$ cat config.mk
export PLATFORM = sky130hd
export DESIGN_NAME = fib_zeckendorf
export DESIGN_NICKNAME = d
export VERILOG_FILES = /design/src/rtl/fib_pkg.sv /design/src/rtl/fib_step.sv /design/src/rtl/fib_zeckendorf.sv
export SDC_FILE = /design/constraint.sdc
export NUM_CORES = 1
export LEC_CHECK = 0
export ABC_CLOCK_PERIOD_IN_PS = 8300
export CAP_MARGIN = 20
export CORE_MARGIN = 10
export CORE_UTILIZATION = 55
export DETAILED_ROUTE_END_ITERATION = 10
export DONT_BUFFER_PORTS = 1
export GPL_ROUTABILITY_DRIVEN = 0
export PLACE_DENSITY = 0.7
export SLEW_MARGIN = 20
export SYNTH_ARGS = -nofsm -noshare
export SYNTH_HDL_FRONTEND = slang
export SYNTH_HIERARCHICAL = 1
export SYNTH_SLANG_ARGS = --single-unit
$ cat constraint.sdc
create_clock -name CLK -period 8.3 [get_ports CLK]
set_input_delay 2.49 -clock CLK [delete_from_list [all_inputs] [get_ports CLK]]
set_output_delay 2.49 -clock CLK [all_outputs]
set_load 0.1 [all_outputs]
$ cat src/rtl/fib_pkg.sv
// Shared types and sizing helpers for the Zeckendorf decomposer.
// fib_code_width(W) = number of Fibonacci terms F(2).. that fit below 2**W.
package fib_pkg;

    typedef enum logic [1:0] {
        ST_IDLE    = 2'd0,
        ST_ASCEND  = 2'd1,
        ST_DESCEND = 2'd2,
        ST_DONE    = 2'd3
    } fib_state_e;

    function automatic int fib_code_width(input int width);
        logic [63:0] lim;
        logic [63:0] fa;
        logic [63:0] fb;
        logic [63:0] ft;
        int          n;
        lim = (64'd1 << width) - 64'd1;
        fa  = 64'd1;
        fb  = 64'd2;
        n   = 1;
        for (int i = 0; i < 64; i++) begin
            if (fb <= lim) begin
                ft = fa + fb;
                fa = fb;
                fb = ft;
                n  = n + 1;
            end
        end
        return n;
    endfunction

    localparam int CODE_W = fib_code_width(32);

endpackage

$ cat src/rtl/fib_step.sv
// Fibonacci pair walker: (a,b) = (F(idx+2), F(idx+3)) stepped up or down,
// with magnitude compares against the running remainder.
module fib_step
    import fib_pkg::*;
#(
    parameter int WIDTH = 32,
    parameter int IDX_W = 6
) (
    input  logic             i_clk,
    input  logic             i_rst_n,
    input  logic             i_load,
    input  logic             i_up,
    input  logic             i_down,
    input  logic [WIDTH-1:0] i_rem,
    output logic [WIDTH-1:0] o_a,
    output logic [IDX_W-1:0] o_idx,
    output logic             o_a_le_rem,
    output logic             o_b_le_rem,
    output logic             o_idx_zero
);

    logic [WIDTH-1:0] r_a;
    logic [WIDTH:0]   r_b;
    logic [IDX_W-1:0] r_idx;

    logic [WIDTH:0]   w_sum;
    logic [WIDTH-1:0] w_diff;

    // b carries one extra bit so a+b is exact; a only ever takes a b that was <= rem.
    assign w_sum  = {1'b0, r_a} + r_b;
    assign w_diff = r_b[WIDTH-1:0] - r_a;

    always_ff @(posedge i_clk or negedge i_rst_n) begin
        if (!i_rst_n) begin
            r_a   <= WIDTH'(1);
            r_b   <= (WIDTH+1)'(2);
            r_idx <= '0;
        end else if (i_load) begin
            r_a   <= WIDTH'(1);
            r_b   <= (WIDTH+1)'(2);
            r_idx <= '0;
        end else if (i_up) begin
            r_a   <= r_b[WIDTH-1:0];
            r_b   <= w_sum;
            r_idx <= r_idx + 1'b1;
        end else if (i_down) begin
            r_a   <= w_diff;
            r_b   <= {1'b0, r_a};
            r_idx <= r_idx - 1'b1;
        end
    end

    assign o_a        = r_a;
    assign o_idx      = r_idx;
    assign o_a_le_rem = (r_a <= i_rem);
    assign o_b_le_rem = (r_b <= {1'b0, i_rem});
    assign o_idx_zero = (r_idx == '0);

endmodule

$ cat src/rtl/fib_zeckendorf.sv
// Greedy Zeckendorf decomposition: ascend to the largest F <= Value, then descend.
// Optional self-checker compiled in with FIB_ZECKENDORF_CHECK_EN.
module fib_zeckendorf
    import fib_pkg::*;
#(
    parameter int WIDTH = 32
) (
    input  logic                             CLK,
    input  logic                             RST_N,
    input  logic                             Start,
    input  logic [WIDTH-1:0]                 Value,
    output logic                             Busy,
    output logic                             Done,
    output logic [fib_code_width(WIDTH)-1:0] Code,
    output logic [5:0]                       Terms,
    output logic                             Error
);

    localparam int CW    = fib_code_width(WIDTH);
    localparam int IDX_W = $clog2(CW);

    fib_state_e       r_state;
    logic [WIDTH-1:0] r_rem;
    logic [CW-1:0]    r_code;
    logic [5:0]       r_terms;
    logic             r_busy;
    logic             r_done;

    logic             w_load;
    logic             w_up;
    logic             w_down;
    logic [WIDTH-1:0] w_a;
    logic [IDX_W-1:0] w_idx;
    logic             w_a_le_rem;
    logic             w_b_le_rem;
    logic             w_idx_zero;

    assign w_load = (r_state == ST_IDLE) && Start;
    assign w_up   = (r_state == ST_ASCEND) && w_b_le_rem;
    assign w_down = (r_state == ST_DESCEND) && !w_idx_zero;

    fib_step #(
        .WIDTH (WIDTH),
        .IDX_W (IDX_W)
    ) u_step (
        .i_clk      (CLK),
        .i_rst_n    (RST_N),
        .i_load     (w_load),
        .i_up       (w_up),
        .i_down     (w_down),
        .i_rem      (r_rem),
        .o_a        (w_a),
        .o_idx      (w_idx),
        .o_a_le_rem (w_a_le_rem),
        .o_b_le_rem (w_b_le_rem),
        .o_idx_zero (w_idx_zero)
    );

    always_ff @(posedge CLK or negedge RST_N) begin
        if (!RST_N) begin
            r_state <= ST_IDLE;
            r_rem   <= '0;
            r_code  <= '0;
            r_terms <= '0;
            r_busy  <= 1'b0;
            r_done  <= 1'b0;
        end else begin
            case (r_state)
                ST_IDLE: begin
                    r_done <= 1'b0;
                    if (Start) begin
                        r_rem   <= Value;
                        r_code  <= '0;
                        r_terms <= '0;
                        r_busy  <= 1'b1;
                        if (Value == '0) begin
                            r_state <= ST_DONE;
                            r_done  <= 1'b1;
                        end else begin
                            r_state <= ST_ASCEND;
                        end
                    end
                end
                ST_ASCEND: begin
                    if (!w_b_le_rem) begin
                        r_state <= ST_DESCEND;
                    end
                end
                ST_DESCEND: begin
                    if (w_a_le_rem) begin
                        r_rem         <= r_rem - w_a;
                        r_code[w_idx] <= 1'b1;
                        r_terms       <= r_terms + 6'd1;
                    end
                    if (w_idx_zero) begin
                        r_state <= ST_DONE;
                        r_done  <= 1'b1;
                    end
                end
                ST_DONE: begin
                    r_done  <= 1'b0;
                    r_busy  <= 1'b0;
                    r_state <= ST_IDLE;
                end
                default: begin
                    r_state <= ST_IDLE;
                end
            endcase
        end
    end

    assign Busy  = r_busy;
    assign Done  = r_done;
    assign Code  = r_code;
    assign Terms = r_terms;

`ifdef FIB_ZECKENDORF_CHECK_EN
    logic [WIDTH-1:0] r_acc;
    logic [WIDTH-1:0] r_value;
    logic             r_error;

    // Terms taken must add back to the request and never sit in adjacent positions.
    always_ff @(posedge CLK or negedge RST_N) begin
        if (!RST_N) begin
            r_acc   <= '0;
            r_value <= '0;
            r_error <= 1'b0;
        end else if (w_load) begin
            r_acc   <= '0;
            r_value <= Value;
            r_error <= 1'b0;
        end else if (r_state == ST_DESCEND && w_a_le_rem) begin
            r_acc <= r_acc + w_a;
        end else if (r_state == ST_DONE) begin
            r_error <= (r_acc != r_value) || (|(r_code & (r_code >> 1)));
        end
    end

    assign Error = r_error;
`else
    assign Error = 1'b0;
`endif

endmodule

[Yosys cells after proc, flatten, opt, wreduce, memory -nomap -nowiden]
Cells that the tools add are included.
Storage, ports and cells
  input bits: 35
  flip-flop bits (word level): 159
  word-level logic and storage cells: 74
  output and inout bits: 55
Cells by class
  order comparisons: 4
  $add $sub $neg: 6
  multiplexer cells: 31
  bitwise operators: 1
  reductions and logical operators: 16
  eq/ne operators: 7
Operators with widths (count)
  $mux 32: 5
  $mux 33: 3
  $mux 46: 2
  $pmux 46 s2: 1
  $pmux 32 s2: 1
  $sub 32x32->32: 2
  $or 46x46->46: 1
  $add 32x33->33: 1
  $le 33x32->1: 1
  $le 32x32->1: 1
  $logic_not 32->1: 1
  $mux 6: 5
  $add 6x1->6 const B: 2
  $pmux 6 s2: 1
  $mux 2: 4
  $pmux 2 s4: 1
  $lt 6x7->1 const B: 1
  $demux 1 s6: 1
  $ge 6x1->1 const B: 1
  $logic_not 6->1: 1
  $ne 2x2->1 const B: 3
  $reduce_and 3->1: 2
  $reduce_bool 3->1: 2
  $sub 6x1->6 const B: 1
  other kinds (11): 21

[Depth between registers and ports, before layout]
Gate-level depths: netlist of run 1.
  word-level depth: 7
  mapped depth: 24
  mapped depth without buffers: 22

[Cells and area by module]
The synthesis of run 1 kept the hierarchy.
Modules (own cells, without submodules)
  fib_step: times used 1, cells each 1053, area each 8503.2 um2, seq. area each 1779.2 um2
  fib_zeckendorf: times used 1, cells each 661, area each 5705.5 um2, seq. area each 2202.1 um2

[Worst setup path after synthesis of run 1]
No wires, ideal clock.
  path kind: register to register
  from: register r_rem[18]
  to: register u_step.r_idx[5] (netlist: u_step/o_idx[5])
  period minus slack after synthesis: 4.391 ns
  path buffers: 2
  arrival: 4.259 ns
  library setup time: 0.132 ns
  slack: 3.909 ns
  cell stages (with the launch flop): 24
  required time: 8.168 ns
  cell sequence: dfrtp_1 > inv_1 > ha_1 > a21o_1 > a21o_1 > a21oi_1 > nor2_1 > a2111oi_0 > o41ai_1 > a2111oi_0 > a41o_1 > and2_1 > clkbuf_1 > inv_2 > buf_1 > ha_1 > a21o_1 > a21oi_1 > o21bai_1 > a21oi_1 > nor2_1 > a21oi_1 > xor2_1 > nor2_1
Between the ends
  longest elaborated chain between the ends: 4
  elaborated cells on any way between the ends: 5
  classes of those cells: 1 x order compare; 2 x mux; 2 x reduce/logical
RTL lines
  start: declaration: RTL line fib_zeckendorf.sv:23  | logic [WIDTH-1:0] r_rem;
  start signal: assignment: RTL line fib_zeckendorf.sv:72  | r_rem <= Value;
  start signal: assignment: RTL line fib_zeckendorf.sv:91  | r_rem <= r_rem - w_a;
  $le 33x32->1 *: RTL line fib_step.sv:56  | assign o_b_le_rem = (r_b <= {1'b0, i_rem});
  via w_b_le_rem: RTL line fib_zeckendorf.sv:35  | logic w_b_le_rem;
  $logic_and 1x1->1 *: RTL line fib_zeckendorf.sv:39  | assign w_up = (r_state == ST_ASCEND) && w_b_le_rem;
  via w_up: RTL line fib_zeckendorf.sv:30  | logic w_up;
  $mux 6: RTL line fib_step.sv:42  | end else if (i_up) begin
  $mux 6: RTL line fib_step.sv:38  | end else if (i_load) begin
  end signal: assignment: RTL line fib_step.sv:45  | r_idx <= r_idx + 1'b1;
  end signal: assignment: RTL line fib_step.sv:49  | r_idx <= r_idx - 1'b1;
  end: declaration: RTL line fib_step.sv:24  | logic [IDX_W-1:0] r_idx;
The timed path passes the listed nets; every way through them passes the cells marked *.
A chain may end at the register's enable or synchronous reset.

[Final worst setup path of run 1]
  from: register r_rem[18]
  to: register u_step.r_b[29]
Between the ends
  longest elaborated chain between the ends: 4
  elaborated cells on any way between the ends: 5
  classes of those cells: 1 x order compare; 2 x mux; 2 x reduce/logical
RTL lines
  $le 33x32->1 *: RTL line fib_step.sv:56
  via w_b_le_rem: RTL line fib_zeckendorf.sv:35
  $logic_and 1x1->1 *: RTL line fib_zeckendorf.sv:39
  via w_up: RTL line fib_zeckendorf.sv:30
  $mux 33: RTL line fib_step.sv:42
  $mux 33: RTL line fib_step.sv:38
  end signal: assignment: RTL line fib_step.sv:36  | r_b <= (WIDTH+1)'(2);
  end signal: assignment: RTL line fib_step.sv:40  | r_b <= (WIDTH+1)'(2);
  end signal: assignment: RTL line fib_step.sv:44  | r_b <= w_sum;
  end: declaration: RTL line fib_step.sv:23  | logic [WIDTH:0] r_b;
Marks and branches as above.

==> impl_metrics.toml, run 1 <==
[yosys]
syn_inst = 1714
yosysSeqAreaShare = 0.2802
synth_most_common_cell = "a21oi_1"
ys_top_cells_by_count = "a21oi_1, nor2_1, ha_1"
yosysTopAreaCellShare = 0.2765
synthFlopType = "dfrtp_1"
synth_seq_cells = 159
syn_avg_cell_area_um2 = 8.290
synth-edff-count = 0
yosysWarnings = 6
synth_fp_nets = 1920
synth.distinct_cells = 95
synth_area_um2 = 14210
synth_area_leaders = "dfrtp_1, ha_1, a21oi_1, nor2_1, xnor2_1"
ys_async_sr_fraction = 1.000
synth_area_leader_cell = "dfrtp_1"

[floorplanning]
dieHeight_um = 180.7
pin_count = 90
initial_utilization = 0.5610
die_w_um = 180.7
core_region_area_um2 = 25330
placementRows = 58
die_area_um2 = 32660

[min_path]
worstHoldPathCells = 2
hold_end = "r_rem[14]"
min_path_type = "reg -> reg"
min-delay-start = "r_rem[14]"

[cells_and_area]
drive_above_1_share = 0.05752
n_antenna_cell = 0
layout.nets = 1862
stdcell_area_um2 = 14980
fillers = 2258
area_delta_synth_final_pct = 5.398

[critical_path]
r2r_start = "r_rem[18]"
rr_worst_depth = 16
rr_endpoint = "u_step/r_b[29]"
required_ns = 8.69
crit_fanout = 73
crit_path_start_kind = "flop"
path_cells = "inv_1 -> ha_1 -> a21o_1 -> a21o_1 -> a21oi_1 -> nor2_1 -> a2111oi_0 -> o41ai_1 -> a2111oi_0 -> a41o_1 -> and2_2 -> buf_4 -> nand2b_1 -> o41ai_1 -> a31oi_1 -> nand2_1"
reg2reg_slack_ns = 3.30
cpPeakStageDelay_ns = 0.75
slowest_stage = "a2111oi_0"
critical_path_class = "reg -> reg"
critPathCaptureType = "flop"
crit_arrival_ns = 5.38

[clock_network]
clk_pin_slew_ns = 0.09
cts-resized-gates = 0
cts_max_level = 4
cts_hold_buf = 0
cts_buffer_depth = 2
cts-root-buf = "clkbuf_16"
cts_buffers = 17
insertion_delay_ns = 0.45
cts_tree = "done"
cts_setup_buffers = 0
cts.sinks = 159

[place]
portBuffers = 0
dpl_cell_area_um2 = 14320
dp_hpwl_um = 30200

[timing]
relSlewSlack = 0.2896
tns_ns = 0
setup_violations = 0
rsz0062_at_grt = "false"
clock_skew_ns = 0.02115
slew_violations = 0
min_period_ns = 4.995
hold_violations = 0
period_share = 0.6019
worst_slew_pin_slew_ns = 1.063
timing.fmax_mhz = 200.2
hold_ws_ns = 0.5170

[global_route]
grt_util_all_layers = 0.2405
grt_antenna_before_repair = 0
grt_start_max_net_pins = 160
grt_pass1_wl_um = 65300
grt.overflow.total = 0
grt_pass1_vias = 12080

[detailed_routing]
routed_wl_um = 40600
wire_per_inst_um = 20.31
m1WireLength_um = 17210
routed.top_layer = "met4"
drtPass1Iterations = 6
drtIter0Drc = 1103
drt-vias-per-instance = 6.315
vias = 12620
dr_wl_met2_um = 20090
drt.antenna.violating_nets = 0
drc_errors = 0
dr_wl_met3_um = 2282

[status]
status = "finished, final reports clean"

[run]
cap_violations = 0
-- layout by cell type, fill, tap and decap left out, types with 30 or more instances in the layout --
| cell type | count |
|---|---|
| a21oi_1 | 181 |
| nor2_1 | 168 |
| ha_1 | 167 |
| dfrtp_1 | 157 |
| inv_1 | 140 |
| nand2_1 | 111 |
| o21ai_0 | 64 |
| xnor2_1 | 62 |
| a21o_1 | 51 |
| a211oi_1 | 48 |
| mux2i_1 | 33 |
| nor3_1 | 30 |
-- state kept, by name (all words and copies together) (netlist names) --
name          count
r_rem            32
Busy              1
Terms             6
Done              1
u_step/o_idx      6
u_step/r_b       33
u_step/o_a       32
Code             46
r_state           2
-- layer usage --
| layer | vias up | track usage |
|---|---|---|
| met5 | - | 0 |
| met1 | 6047 | 0.3060 |
| li1 | 6055 | - |
| met4 | 0 | 0.07119 |
| met2 | 440 | 0.4146 |
| met3 | 81 | 0.03217 |
-- worst max-delay path by stage --
stage,slack [ns],start,endpoint,cells after the start
2_1_floorplan,3.91,r_rem[18],u_step/o_idx[5],23
3_3_place_gp,3.55,Start,r_rem[28],6
3_5_place_dp,3.40,Start,r_rem[28],6
4_1_cts,3.54,r_rem[18],u_step/o_idx[4],20
5_1_grt,2.92,r_rem[18],u_step/o_idx[4],20
6_report,3.30,r_rem[18],u_step/r_b[29],16
-- area by class of cell --
type	instances	area, um2	share of cell area
multi-input cells	1325	9331	0.6231
flip-flops and latches	159	3981	0.2659
inverters	144	540.5	0.03609
clock buffers	17	425.4	0.02841
well taps	330	412.9	0.02757
clock inverters	15	216.5	0.01445
repair buffers	9	67.56	0.004512
-- cells by family after synthesis --
kind of cell    after synthesis  synth area share
buf+inv                     230           0.06525
mux                          37           0.02642
flops                       159            0.2802
compound gates              540            0.2554
simple gates                490            0.1668
other cells                   1         0.0002639
fa+ha+maj                   171            0.1527
xor+xnor                     86           0.05301
-- metrics by stage --
stage               setup WS (ns)  std cells  utilization
floorplan                   3.909       1714            -
global placement            3.552       1967       0.5656
detailed placement          3.400       1967       0.5656
CTS                         3.541       1999       0.5909
global route                2.925       1999       0.5913
finish                      3.305       1999       0.5913
-- critical path, delay by kind of cell (launching register included) --
kind,cells,cell delay (ns)
compound gates,9,2.62
simple gates,4,0.89
flops,1,0.40
buf+inv,2,0.70
fa+ha+maj,1,0.31
Power of run 1 is left out: the tool's default activity adds up to more than one toggle a clock period on the data nets, which glitch-free logic cannot reach.
==> inputs of run 2 (changes only) <==
--- a/config.mk
+++ b/config.mk
@@ -5,14 +5,14 @@
 export SDC_FILE = /design/constraint.sdc
 export NUM_CORES = 1
 export LEC_CHECK = 0
-export ABC_CLOCK_PERIOD_IN_PS = 8300
+export ABC_CLOCK_PERIOD_IN_PS = 4050
 export CAP_MARGIN = 20
 export CORE_MARGIN = 10
 export CORE_UTILIZATION = 55
 export DETAILED_ROUTE_END_ITERATION = 10
 export DONT_BUFFER_PORTS = 1
 export GPL_ROUTABILITY_DRIVEN = 0
-export PLACE_DENSITY = 0.7
+export PLACE_DENSITY = 0.73
 export SLEW_MARGIN = 20
 export SYNTH_ARGS = -nofsm -noshare
 export SYNTH_HDL_FRONTEND = slang
==> constraint.sdc (replaced) <==
create_clock -name CLK -period 4.05 [get_ports CLK]
set_input_delay 1.215 -clock CLK [delete_from_list [all_inputs] [get_ports CLK]]
set_output_delay 1.215 -clock CLK [all_outputs]
set_load 0.1 [all_outputs]
==> run 2 against run 1 <==
First-iteration DRC count is 15% higher. Sequential share of layout area is 0.89 points lower. Fmax is 30% higher. Worst hold slack worse by 0.057 ns. Design area is 3.5% higher. Critical path depth is 5 higher. Via count is 2.8% higher. Die area stayed put. Global-route usage is 0.47 points higher. Setup slack worse by 3.1 ns. Highest routed layer unchanged. Register-to-register slack worse by 3.1 ns. Clock skew is 0.0098 ns lower.
==> impl_metrics.toml, run 2 (same netlist as run 1, synthesis figures left out) <==
[floorplanning]
core_region_area_um2 = 25330
initial_utilization = 0.5610
dieHeight_um = 180.7
placementRows = 58
die_area_um2 = 32660
pin_count = 90
die_w_um = 180.7

[critical_path]
crit_fanout = 3
crit_top_cell = "buf_4"
critical_path_class = "reg -> reg"
slowest_stage = "dfstp_2"
critPathCaptureType = "flop"
required_ns = 4.36
critPathBufInv = 5
crit_path_start_kind = "flop"
path_cells = "ha_4 -> a21oi_2 -> o22ai_1 -> nor2_2 -> o21ai_2 -> a221oi_2 -> buf_4 -> o41ai_1 -> a2111oi_1 -> a41o_1 -> and2_4 -> inv_2 -> buf_4 -> ha_1 -> inv_1 -> o21bai_1 -> a21oi_2 -> buf_4 -> a21oi_1 -> xor2_1 -> nor2_1"
crit_arrival_ns = 4.16
cpLargestDelayFamily = "compound AO/OA/AOI/OAI gates"
cpPeakStageDelay_ns = 0.55

[detailed_routing]
drt.antenna.violating_nets = 0
drtIter0Drc = 1270
routed_wl_um = 41480
wire_per_inst_um = 20.24
vias = 12970
drtPass1Iterations = 5
drc_errors = 0
drt-vias-per-instance = 6.329

[timing]
rsz0062_at_grt = "true"
worst_slew_pin_slew_ns = 1.095
worst_slack_ns = 0.2015
slew_violations = 0
period_share = 0.9503
tns_ns = 0
relSlewSlack = 0.2646
setup_violations = 0
timing.fmax_mhz = 259.8
min_period_ns = 3.849
clock_skew_ns = 0.01134
hold_violations = 0

[clock_network]
cts.sinks = 159
cts_buffers = 17
cts_tree = "done"
cts_max_level = 4
cts_hold_buf = 0
clk_pin_slew_ns = 0.08
cts-root-buf = "clkbuf_16"
cts_buffer_depth = 2
insertion_delay_ns = 0.45

[global_route]
grt_start_max_net_pins = 160
grt_antenna_before_repair = 0
grt_pass1_wl_um = 66630
met2_usage = 0.4171
grt_util_all_layers = 0.2452
grt.overflow.total = 0
grtUsageMet3 = 0.04216
busiest_layer = "met2"
grt_pass1_vias = 12360
met1_usage = 0.3087

[min_path]
min_path_type = "in -> async"

[place]
portBuffers = 0
dp_slack_ns = -0.05120
dp_hpwl_um = 31630
dp.cells = 2011

[cells_and_area]
layout.nets = 1913
largest_register_ffs = 46
n_antenna_cell = 0
drive_above_1_share = 0.09767
final_cells = 2050
area_delta_synth_final_pct = 9.070
final_common_cell = "a21oi_1"
layout_common_cells = "a21oi_1, nor2_1, ha_1, dfrtp_1, inv_1"

[status]
status = "finished, final reports clean"

[run]
cap_violations = 0
==> run 2: final timing paths <==
check	startpoint	slack (ns)	end	depth (start not counted)
worst max-delay path	u_step/r_b[1]	0.20	u_step/o_idx[5]	21
worst min-delay path	RST_N	0.46	r_rem[3]	0
worst max register to register	u_step/r_b[1]	0.20	u_step/o_idx[5]	21
worst min register to register	r_rem[4]	0.52	r_rem[4]	2
max in group asynchronous	RST_N	3.17	u_step/o_a[7]	0
min in group CLK	r_rem[4]	0.52	r_rem[4]	2
==> run 2: timing repair <==
action                                  4_1_cts  5_1_grt
gates resized for setup                       4       24
endpoints found under the setup margin        2       20
setup buffers                                 3        4
pin swaps                                     4       14
==> run 2: layout make-up <==
class                           instances  area [um2]
Fill cell                            2214        9829
Multi-Input combinational cell       1325        9439
Sequential cell                       159        3983
Inverter                              144       540.5
Timing Repair Buffer                   60       500.5
Clock buffer                           17       425.4
Tap cell                              330       412.9
Clock inverter                         15       196.4
==> run 2: routing by layer <==
layer	wire [um]	up-vias	part of all wire
met5	0	-	0
met4	947	0	0.023
met3	2540	82	0.061
met2	20610	497	0.50
met1	17380	6231	0.42
li1	-	6164	-
==> run 2: metrics by stage <==
step           cell area [um2]  utilization  hold WS, ns
3_3_place_gp             14700       0.5803       0.4973
4_1_cts                  15350       0.6061       0.4500
5_1_grt                  15500       0.6119       0.4467
3_5_place_dp             14700       0.5803       0.5033
6_report                 15500       0.6119       0.4602
2_1_floorplan            14230            -       0.4590
Power of run 2 is left out for the same reason.
